**src/rtl/data_mem_ctrl.sv**
```systemverilog
// data_mem_ctrl: load/store unit bridging CPU memory ops onto a word-only backend
module data_mem_ctrl #(
    parameter int TIMEOUT = 255
) (
    input  logic        clk,
    input  logic        rst,
    input  logic        read_mem,
    input  logic        write_mem,
    input  logic [5:0]  opcode,
    input  logic [31:0] addr,
    input  logic [31:0] wdata,
    output logic [31:0] rdata,
    output logic        stall,
    output logic        misaligned,
    output logic        bus_err,
    output logic        mem_req,
    output logic        mem_we,
    output logic [29:0] mem_addr,
    output logic [31:0] mem_wdata,
    input  logic [31:0] mem_rdata,
    input  logic        mem_ack
);
    localparam int CW = $clog2(TIMEOUT + 1);
    localparam logic [5:0] LH = 6'b100001, LHU = 6'b100101, LB = 6'b100000;
    localparam logic [5:0] LBU = 6'b100100, SH = 6'b101000, SB = 6'b101001;
    typedef enum logic [2:0] {IDLE, RD, WR, RMW_RD, RMW_WR, DONE} state_t;
    state_t state;
    logic [5:0] op_q;
    logic [31:0] a_q, wbuf, load_v, merged;
    logic [CW-1:0] cnt;
    logic [1:0] sz_in, sz_q;
    logic mis_in, sgn;
    logic [7:0] byte_v;
    logic [15:0] half_v;

    // size code: 0 byte, 1 halfword, 2 word (anything unlisted is a word)
    function automatic logic [1:0] size_of(input logic [5:0] op);
        return (op == LB || op == LBU || op == SB) ? 2'd0 : (op == LH || op == LHU || op == SH) ? 2'd1 : 2'd2;
    endfunction

    assign sz_in = size_of(opcode);
    assign sz_q = size_of(op_q);
    assign mis_in = (sz_in == 2'd2) ? |addr[1:0] : ((sz_in == 2'd1) & addr[0]);
    assign stall = (read_mem | write_mem) & (state != DONE);
    assign mem_req = state inside {RD, WR, RMW_RD, RMW_WR};
    assign mem_we = (state == WR) || (state == RMW_WR);
    assign mem_addr = a_q[31:2];
    assign mem_wdata = wbuf;

    // lane extraction for loads and lane merge for sub-word stores
    always_comb begin
        byte_v = mem_rdata[{a_q[1:0], 3'b000} +: 8];
        half_v = mem_rdata[{a_q[1], 4'b0000} +: 16];
        sgn = (op_q == LB) || (op_q == LH);
        load_v = (sz_q == 2'd0) ? {{24{sgn & byte_v[7]}}, byte_v} : (sz_q == 2'd1) ? {{16{sgn & half_v[15]}}, half_v} : mem_rdata;
        merged = mem_rdata;
        if (sz_q == 2'd0)
            merged[{a_q[1:0], 3'b000} +: 8] = wbuf[7:0];
        else
            merged[{a_q[1], 4'b0000} +: 16] = wbuf[15:0];
    end

    // access FSM: capture request in IDLE, run one or two backend transactions, pulse results in DONE
    always_ff @(posedge clk or posedge rst) begin
        if (rst) begin
            state <= IDLE;
            op_q <= '0;
            a_q <= '0;
            wbuf <= '0;
            cnt <= '0;
            rdata <= '0;
            misaligned <= 1'b0;
            bus_err <= 1'b0;
        end else begin
            misaligned <= 1'b0;
            bus_err <= 1'b0;
            case (state)
                IDLE: if (read_mem | write_mem) begin
                    op_q <= opcode;
                    a_q <= addr;
                    wbuf <= wdata;
                    rdata <= '0;
                    cnt <= '0;
                    if (read_mem && write_mem) begin
                        bus_err <= 1'b1;
                        state <= DONE;
                    end else if (mis_in) begin
                        misaligned <= 1'b1;
                        state <= DONE;
                    end else
                        state <= read_mem ? RD : (sz_in == 2'd2) ? WR : RMW_RD;
                end
                RD, WR, RMW_RD, RMW_WR: if (mem_ack) begin
                    cnt <= '0;
                    if (state == RD) rdata <= load_v;
                    if (state == RMW_RD) wbuf <= merged;
                    state <= (state == RMW_RD) ? RMW_WR : DONE;
                end else if (cnt == CW'(TIMEOUT - 1)) begin
                    bus_err <= 1'b1;
                    state <= DONE;
                end else
                    cnt <= cnt + CW'(1);
                default: state <= IDLE;
            endcase
        end
    end
endmodule

```
**config.mk**
```make
export PLATFORM = sky130hd
export DESIGN_NAME = data_mem_ctrl
export DESIGN_NICKNAME = d
export VERILOG_FILES = /design/src/rtl/data_mem_ctrl.sv
export SDC_FILE = /design/constraint.sdc
export NUM_CORES = 1
export LEC_CHECK = 0
export CAP_MARGIN = 0
export CORE_ASPECT_RATIO = 1.5
export CORE_MARGIN = 5
export CORE_UTILIZATION = 46
export DETAILED_ROUTE_END_ITERATION = 10
export MAX_ROUTING_LAYER = met4
export PLACE_DENSITY_LB_ADDON = 0.05
export SETUP_SLACK_MARGIN = 0.1
export SLEW_MARGIN = 10
export SYNTH_ARGS = -nofsm -noshare
export SYNTH_HDL_FRONTEND = slang
export SYNTH_SLANG_ARGS = --single-unit
```
**constraint.sdc**
```tcl
create_clock -name clk -period 4.79 [get_ports clk]
set_input_delay 0.7185 -clock clk [delete_from_list [all_inputs] [get_ports clk]]
set_output_delay 0.7185 -clock clk [all_outputs]
set_load 0.005 [all_outputs]
```
==> results of run 1 <==
==> per-stage QoR <==
| step | hold slack (ns) | total power, W | worst slack [ns] |
|---|---|---|---|
| after CTS | 0.484 | 0.00582 | 1.79 |
| after global routing | 0.508 | 0.00613 | 1.65 |
| after floorplan | 0.469 | 0.00345 | 1.03 |
| final | 0.480 | 0.00580 | 1.74 |
| after detailed placement | 0.471 | 0.00458 | 1.48 |
| after global placement | 0.462 | 0.00450 | 1.55 |
==> cell usage after synthesis, drive strengths merged, types with 3 or more instances <==
cell | instances | area share
a222oi | 8 | 0.013
a21o | 9 | 0.011
a221oi | 9 | 0.015
a211o | 7 | 0.011
ha | 7 | 0.014
a211oi | 12 | 0.018
inv | 11 | 0.0066
nor3 | 12 | 0.011
nor2 | 36 | 0.023
a21oi | 17 | 0.014
nand2 | 59 | 0.035
dfrtp | 115 | 0.46
a31oi | 17 | 0.017
nand4 | 3 | 0.0030
clkbuf | 15 | 0.0090
mux2i | 19 | 0.030
o31ai | 11 | 0.013
o21a | 4 | 0.0048
o21ai | 35 | 0.028
o22ai | 9 | 0.0090
xnor2 | 5 | 0.0070
and3 | 6 | 0.0060
a22o | 26 | 0.036
mux4 | 7 | 0.025
buf | 53 | 0.059
nand3 | 12 | 0.0096
mux2 | 46 | 0.082
==> state kept, by name (all words and copies together) (netlist names) <==
register and flops:
a_q 32, mem_wdata 32, rdata 32, cnt 8
op_q 6, state 3, bus_err 1, misaligned 1
==> report_power, final <==
part,switching (W),total (W),internal [W]
Combinational,0.00132,0.00283,0.00151
Clock,0.000455,0.00122,0.000761
Sequential,0.000352,0.00175,0.00140
Total,0.00213,0.00580,0.00367
==> worst min-delay path, delay by kind of cell (launching register included) <==
family / cells / cell delay (ns)
AND/OR/NAND/NOR: 1 / 0.05
AO/OA/AOI/OAI: 1 / 0.05
flip-flops: 1 / 0.34
==> per-layer routing <==
metal / global-route usage / share of wire / vias up
li1: - / - / 2489
met1: 0.312 / 0.39 / 2704
met2: 0.443 / 0.52 / 251
met3: 0.0544 / 0.061 / 47
met4: 0.101 / 0.033 / 0
met5: - / 0 / -
==> worst paths after layout <==
| path | cells after the start | end | slack (ns) | start |
|---|---|---|---|---|
| max in group asynchronous | 3 | a_q[11] | 3.06 | rst |
| worst min-delay path | 2 | rdata[10] | 0.48 | rdata[10] |
| worst max-delay path | 4 | mem_req | 1.74 | state[2] |
| min in group asynchronous | 2 | a_q[29] | 0.85 | rst |
| worst min register to register | 2 | rdata[10] | 0.48 | rdata[10] |
| worst max register to register | 6 | mem_wdata[28] | 1.99 | a_q[0] |
==> cell type report <==
cell class | instances | share of cell area
well taps | 162 | 0.0231
clock buffers | 22 | 0.0552
inverters | 11 | 0.00499
clock inverters | 9 | 0.00912
multi-input cells | 397 | 0.337
flip-flops and latches | 115 | 0.328
repair buffers | 216 | 0.243
==> cells in the final DEF, fill, tap and decap left out, types with 3 or more instances in the layout <==
cell	count
clkdlybuf4s50_1	205
dfrtp_1	115
nand2_1	59
mux2_2	46
nor2_1	35
o21ai_0	33
a22o_1	26
mux2i_1	19
a31oi_1	17
clkbuf_16	17
a21oi_1	16
nand3_1	12
nor3_1	11
o31ai_1	11
buf_4	11
a211oi_1	9
a21o_1	9
o22ai_1	9
inv_1	8
a221oi_1	8
a222oi_1	8
mux4_2	7
ha_1	7
and3_1	6
a211o_1	6
xnor2_1	5
o21a_1	4
clkinv_2	4
clkbuf_8	4
clkinvlp_4	4
nand4_1	3
==> cell families (layout without fill, tap and decap cells) <==
| family | count (synthesis) | in the layout | share of synthesized area |
|---|---|---|---|
| AO/OA/AOI/OAI | 169 | 169 | 0.197 |
| XOR/XNOR | 5 | 5 | 0.00697 |
| buffers and inverters | 79 | 258 | 0.0749 |
| adder cells (fa/ha/maj) | 7 | 7 | 0.0139 |
| flip-flops | 115 | 115 | 0.458 |
| AND/OR/NAND/NOR | 144 | 144 | 0.111 |
| multiplexers | 72 | 72 | 0.138 |
==> flow_summary.yaml, run 1 <==
outcome:
  outcome: "complete, no violations"
critical_path:
  required_ns: 4.07
  critPathLaunchType: "flop"
  critPathBufInv: 2
  crit_family: "buffers and inverters"
  critPathKind: "reg2out"
  crit_arrival_ns: 2.33
  crit_chain: "nor3_4 -> or2_1 -> inv_2 -> clkdlybuf4s50_1"
  cp-end-kind: "primary output"
  slowest_stage: "dfrtp_1"
  crit_fanout: 13
  slowest_delay_ns: 0.68
place:
  globalplace.congestion: 0.892
  hpwlAfterDp_um: 15500
  dpl.cell_count: 901
  place_area_sq_mm: 0.00822
  portBuffers: 205
finish:
  fillers: 1097
  finalNetCount: 872
  regArea_sq_mm: 0.00288
  finish.utilization: 0.652
  final_cells: 932
  design_area_sq_mm: 0.00878
  antennaDiodeCount: 0
  drive_above_1_share: 0.145
  syn2layout_area_growth_pct: 39.8
  multiInputGateArea_sq_mm: 0.00296
yosys:
  yosysUniqueCellTypes: 56
  syn_inst: 591
  synth_fp_nets: 705
  synth-async-reset-ratio: 1.00
  ys.warnings.count: 0
  synth_edf_count: 0
  synth_area_per_cell_sq_um: 10.6
  ys.flop_type: "dfrtp_1"
  synth-seq-area-share: 0.458
  netlist_area_sq_mm: 0.00628
  ys_seq_elements: 115
clock_network:
  cts_resized: 0
  post_cts_buffers: 0
  cts_buffers: 17
  htree_levels: 4
  cts_sinks: 115
  cts_hold_buffers: 0
  clockBufferDepth: 2
  clk_pin_slew_worst_paths_ns: 0.06
  cts_tree: "built"
  clock_latency_ns: 0.41
  root_buffer: "clkbuf_16"
floorplan:
  initial_core_util: 0.466
  dieArea_sq_mm: 0.0161
  fp.dieH_um: 153
  die_x_um: 105
  io_pins: 206
  std_cell_rows: 52
  core_area_sq_mm: 0.0135
worst_hold_path:
  min_path_type: "reg2reg"
global_route:
  grt_max_degree: 69
  antenna_found_initial: 0
  grt_overflow_total: 0
  grt_pass1_wl_um: 32300
  track_usage: 0.265
  first_global_vias: 5660
pwr:
  powerDensity_mw_per_mm2: 660
  leakage_nw: 3.72
  vdd_drop_max_v: 0.000335
sta:
  tns_ns: 0
  rsz0062_at_grt: "false"
  setup_viol: 0
  maxSlewViolCount: 0
  final.min_clock_period_ns: 3.05
  clock_skew_ns: 0.00799
  max_freq_mhz: 328
  relSlewSlack: 0.213
  worstMarginPinSlew_ns: 1.18
  hold_viol_final: 0
  post-route-period-util: 0.636
detailed_routing:
  num_vias: 5491
  drtPass1Iterations: 5
  wire_per_inst_um: 22.2
  vias_per_cell: 5.89
  drt-total-wl_um: 20700
  drt_iter0_drc: 419
  drc_errors: 0
  ant_nets: 0
job:
  drv_cap: 0
(Power assumes the default switching activity.)
==> run 2, diff against run 1 <==
Clock period 4.79 ns to 3.14 ns, I/O delays scaled along.
==> run 2 against run 1 <==
Against the previous run: die area unchanged; setup slack worse by 1.4 ns; wire length down 2.5%; design area up 0.77%; register-to-register slack worse by 1.4 ns; critical path depth unchanged; clock skew down 0.0024 ns; global-route usage down 0.74 points; hold slack worse by 0.0025 ns; power up 54%; core utilization up 0.50 points; first-iteration DRC count down 5.0%.
==> flow_summary.yaml, run 2 (same netlist as run 1, synthesis figures left out) <==
sta:
  relSlewSlack: 0.276
  post-route-period-util: 0.875
  fin_ws_ns: 0.392
  clock_skew_ns: 0.00561
  hold_viol_final: 0
  setup_viol: 0
  max_freq_mhz: 364
  final.min_clock_period_ns: 2.75
  tns_ns: 0
  hold_ws_ns: 0.477
  rsz0062_at_grt: "false"
  maxSlewViolCount: 0
  worstMarginPinSlew_ns: 1.09
detailed_routing:
  num_vias: 5532
  drt-total-wl_um: 20200
  drtPass1Iterations: 6
  ant_nets: 0
  drc_errors: 0
  drt_iter0_drc: 398
  wire_per_inst_um: 21.6
  vias_per_cell: 5.93
critical_path:
  crit_arrival_ns: 2.28
  crit_family: "buffers and inverters"
  required_ns: 2.67
  critPathLaunchType: "flop"
  slowest_delay_ns: 0.69
  critPathBufInv: 2
  crit_chain: "nor3_4 -> or2_1 -> inv_2 -> clkdlybuf4s50_1"
  cp-end-kind: "primary output"
  slowest_stage: "dfrtp_1"
  r2r_slack_ns: 0.62
  crit_fanout: 13
  critPathKind: "reg2out"
finish:
  drive_above_1_share: 0.147
  finish.utilization: 0.657
  finalNetCount: 874
  syn2layout_area_growth_pct: 40.8
  final_cell_mix: "clkdlybuf4s50_1, dfrtp_1, nand2_1"
  antennaDiodeCount: 0
  final_common_cell: "clkdlybuf4s50_1"
  fillers: 1087
  design_area_sq_mm: 0.00885
clock_network:
  cts_hold_buffers: 0
  cts_buffers: 17
  root_buffer: "clkbuf_16"
  cts_sinks: 115
  clock_latency_ns: 0.41
  clockBufferDepth: 2
  cts_resized: 0
  htree_levels: 4
  post_cts_buffers: 0
  clk_pin_slew_worst_paths_ns: 0.05
  cts_tree: "built"
floorplan:
  core_area_sq_mm: 0.0135
  io_pins: 206
  initial_core_util: 0.466
  fp.dieH_um: 153
  die_x_um: 105
  std_cell_rows: 52
  dieArea_sq_mm: 0.0161
global_route:
  track_usage: 0.257
  grt_overflow_total: 0
  antenna_found_initial: 0
  first_global_vias: 5723
  grt_max_degree: 116
  grt_pass1_wl_um: 31300
pwr:
  power.internal_w: 0.00574
  p_switching_w: 0.00321
  vdd_drop_max_v: 0.000514
  leakage_nw: 3.76
  power_frac_clock: 0.219
  power_frac_comb: 0.484
  powerDensity_mw_per_mm2: 1010
  switching_share: 0.358
  sequentialPowerShare: 0.297
place:
  hpwlAfterDp_um: 15000
  post-place-ws_ns: 0.509
  place_area_sq_mm: 0.00826
  portBuffers: 205
  globalplace.congestion: 0.955
outcome:
  outcome: "complete, no violations"
job:
  drv_cap: 0
worst_hold_path:
  min_path_type: "reg2reg"
## run 2: changes by cell type in the layout (fill, tap and decap cells not counted), sizes merged
cell	before	now
buf	11	13
inv	11	10
clkbuf	22	20
clkinv	4	5
clkinvlp	4	3
bufinv	1	3
## run 2: per-stage QoR
step                instances  total power [W]
floorplan                 591          0.00526
global placement          903          0.00690
detailed placement        903          0.00701
CTS                       933          0.00901
global route              933          0.00947
finish                    933          0.00895
## run 2: worst paths after layout
path	from	to	cells past startpoint
setup reg to reg	state[2]	mem_wdata[14]	6
setup / recovery	state[2]	mem_req	4
hold / removal	rdata[2]	rdata[2]	1
min in group asynchronous	rst	a_q[30]	3
hold reg to reg	rdata[2]	rdata[2]	1
max in group asynchronous	rst	rdata[25]	3
## run 2: area by class of cell
type,instances,area [sq um],share of cell area
tap,162,203,0.0229
clock buffer,20,457,0.0516
sequential,115,2880,0.325
multi-input combinational,397,2960,0.334
timing repair buffer,218,2170,0.246
inverter,11,45.0,0.00509
clock inverter,10,134,0.0151
## run 2: layer usage
layer  part of all wire  track usage  up-vias  wire [um]
met5                  0            -        -          0
met4              0.050        0.141        0       1010
met1               0.39        0.295     2697       7910
met2               0.50        0.425      261      10200
li1                   -            -     2512          -
met3              0.053       0.0451       62       1080
## run 2: power by group through the flow
stage	logic [W]	registers, W	clock network, W
2_1_floorplan	0.00274	0.00252	0
3_3_place_gp	0.00426	0.00265	0
3_5_place_dp	0.00433	0.00267	0
4_1_cts	0.00436	0.00266	0.00199
5_1_grt	0.00467	0.00274	0.00206
6_report	0.00433	0.00266	0.00196
==> variant, RTL diff (settings of run 1) <==
Make the reset (`rst`) synchronous in one clocked block.
--- a/src/rtl/data_mem_ctrl.sv
+++ b/src/rtl/data_mem_ctrl.sv
@@ -61,7 +61,7 @@
     end
 
     // access FSM: capture request in IDLE, run one or two backend transactions, pulse results in DONE
-    always_ff @(posedge clk or posedge rst) begin
+    always_ff @(posedge clk) begin
         if (rst) begin
             state <= IDLE;
             op_q <= '0;
Formal check against the unedited RTL: differs if rst is asserted again (counterexample within 4 cycles, from zero or initial values and one cycle with rst high); with rst held inactive, the same outputs for 4 cycles.
==> variant against run 1 <==
Wire length is 1.2% higher. First-iteration DRC count is 13% higher. Setup slack worse by 0.20 ns. Area after synthesis is 4.1% lower. Core utilization is 0.16 points higher. Global-route usage is 0.99 points higher. Critical endpoint unchanged. Critical path depth stayed put. Hold slack worse by 0.026 ns. Cell area is 4.1% lower. Sequential cell count stayed put. Largest cell class unchanged. Synthesized cell count is 20% higher. Fmax is 6.2% lower. Sequential share of layout area is 5.4 points lower.
Power is not compared: it rests on default switching activity, and its combinational part moved more than twofold at a synthesized area within 25%.
==> variant: results (changes against run 1) <==
The flow ran to the end, and the final reports show no timing, DRC or antenna violations. The proportion of synthesized chip area in sequential cells is 38.2% (-7.6 points). The arrival time at the worst endpoint is 2.53 ns (+0.20 ns). The global placer's final weighted congestion came out at 0.957 (+7.2%). The count of unique library cells instantiated by Yosys was 62 (+11%). The HPWL reported at the end of detailed placement is 15.4 mm (-0.96%). The wire length of the first global-routing pass came out at 31.8 mm (-1.4%). The final net count came out at 970 (+11%).

The reg-to-reg setup timing slack was 1.97 ns (-0.02 ns). The number of nets in the synthesized netlist came to 822 (+17%). The minimum period implied by the final worst setup slack came out at 3.25 ns (+0.203 ns). The post-synthesis compound-gate area fraction is 26.6% (+6.9 points). The violation count after the first detailed-route iteration is 472 (+13%). The share of synthesized registers carrying an async set or reset came out at 0% (-100 points).

The transition time at the pin with the least slew margin is 1.14 ns (-0.0444 ns). The flip-flop cell with the highest count after synthesis is sky130_fd_sc_hd__dfxtp_1. The launching instance or port of the critical path is state[1]. In this run the critical register-to-register path is launched from a_q[0]. The worst hold path startpoint is a_q[13].

The fraction of final layout cells sized beyond drive strength 1 is 10.0% (-4.5 points). IR analysis of the VDD net gives a maximum drop of 315 uV. The most common cell in the synthesized netlist is sky130_fd_sc_hd__dfxtp_1. The detailed-route wire length came out at 21.0 mm (+1.2%).

In the synthesized netlist, the cells that appear most often are sky130_fd_sc_hd__dfxtp_1 (115), sky130_fd_sc_hd__nand2_1 (112), sky130_fd_sc_hd__a21oi_1 (103), sky130_fd_sc_hd__nor2_1 (43), sky130_fd_sc_hd__buf_4 (31). The mux contribution to synthesized area is 7.48% (-6.3 points). The via count of the first global-routing pass came out at 5907 (+4.4%). The adder-cell area share of the yosys netlist came to 1.45% (+0.060 points).

The biggest fanout along the worst timing path is 28 (+15). The fraction of synthesized cell area in xor and xnor cells came out at 1.45% (+0.76 points). The total via count after detailed routing is 6020 (+9.6%). The worst-case setup slack after placement is 1.45 ns (-0.0285 ns). The largest net degree at the start of global routing is 46 (-33%). The number of inserted filler cells in the final layout was 1099 (+0.18%).
[variant: cell count changes in the layout (fill, tap and decap cells not counted), moves of 23 or more]
cell	run 1	this run
sky130_fd_sc_hd__dfrtp_1	115	0
sky130_fd_sc_hd__o21ai_0	33	9
sky130_fd_sc_hd__dfxtp_1	0	115
sky130_fd_sc_hd__a21oi_1	16	102
sky130_fd_sc_hd__nand2_1	59	112
sky130_fd_sc_hd__a22o_1	26	0
sky130_fd_sc_hd__mux2_2	46	23
[variant: final cells by class]
class | instances | area (um^2) | share of cell area, %
clock inverters | 8 | 101 | 1.20
repair buffers | 212 | 2100 | 24.9
clock buffers | 23 | 488 | 5.79
flip-flops and latches | 115 | 2300 | 27.3
well taps | 159 | 199 | 2.36
inverters | 19 | 71.3 | 0.847
multi-input cells | 491 | 3160 | 37.5
[variant: critical path, stage by stage, from the launching register on]
cell	delay [ns]
sky130_fd_sc_hd__dfxtp_1	0.59
sky130_fd_sc_hd__or3_4	0.27
sky130_fd_sc_hd__nand2_4	0.22
sky130_fd_sc_hd__inv_2	0.44
sky130_fd_sc_hd__clkdlybuf4s50_1	0.59
[variant: path summary, 6_finish.rpt]
path / endpoint / cells after the start
setup reg to reg: mem_wdata[19] / 6
hold / removal: a_q[13] / 2
setup / recovery: mem_req / 4
hold reg to reg: a_q[13] / 2
[variant: metal layers]
metal / GRT usage, % / vias up / part of all wire, %
li1: - / 2835 / -
met1: 31.5 / 2851 / 37
met2: 45.8 / 283 / 52
met3: 5.84 / 51 / 7.6
met4: 11.5 / 0 / 3.3
met5: - / - / 0
[variant: power by group]
part	switching (mW)	internal, mW	total, mW
registers	0.145	1.12	1.26
clock network	0.440	0.817	1.26
logic	0.653	0.589	1.24
[variant: kinds of logic (layout without fill, tap and decap cells)]
family	Yosys count	in the layout
fa+ha+maj	7	7
simple gates	209	209
flops	115	115
compound gates	233	233
buf+inv	102	262
xor+xnor	10	10
mux	32	32
[variant: metrics by stage]
step / utilization (%) / power (mW) / hold slack, ns / instances / cell area, um^2
6_report: 65.3 / 3.76 / 0.454 / 1027 / 8420
3_5_place_dp: 60.7 / 2.51 / 0.449 / 996 / 7830
5_1_grt: 65.3 / 3.96 / 0.476 / 1027 / 8420
3_3_place_gp: 60.7 / 2.48 / 0.442 / 996 / 7830
4_1_cts: 65.3 / 3.77 / 0.456 / 1027 / 8420
2_1_floorplan: - / 1.99 / 0.437 / 708 / 6020
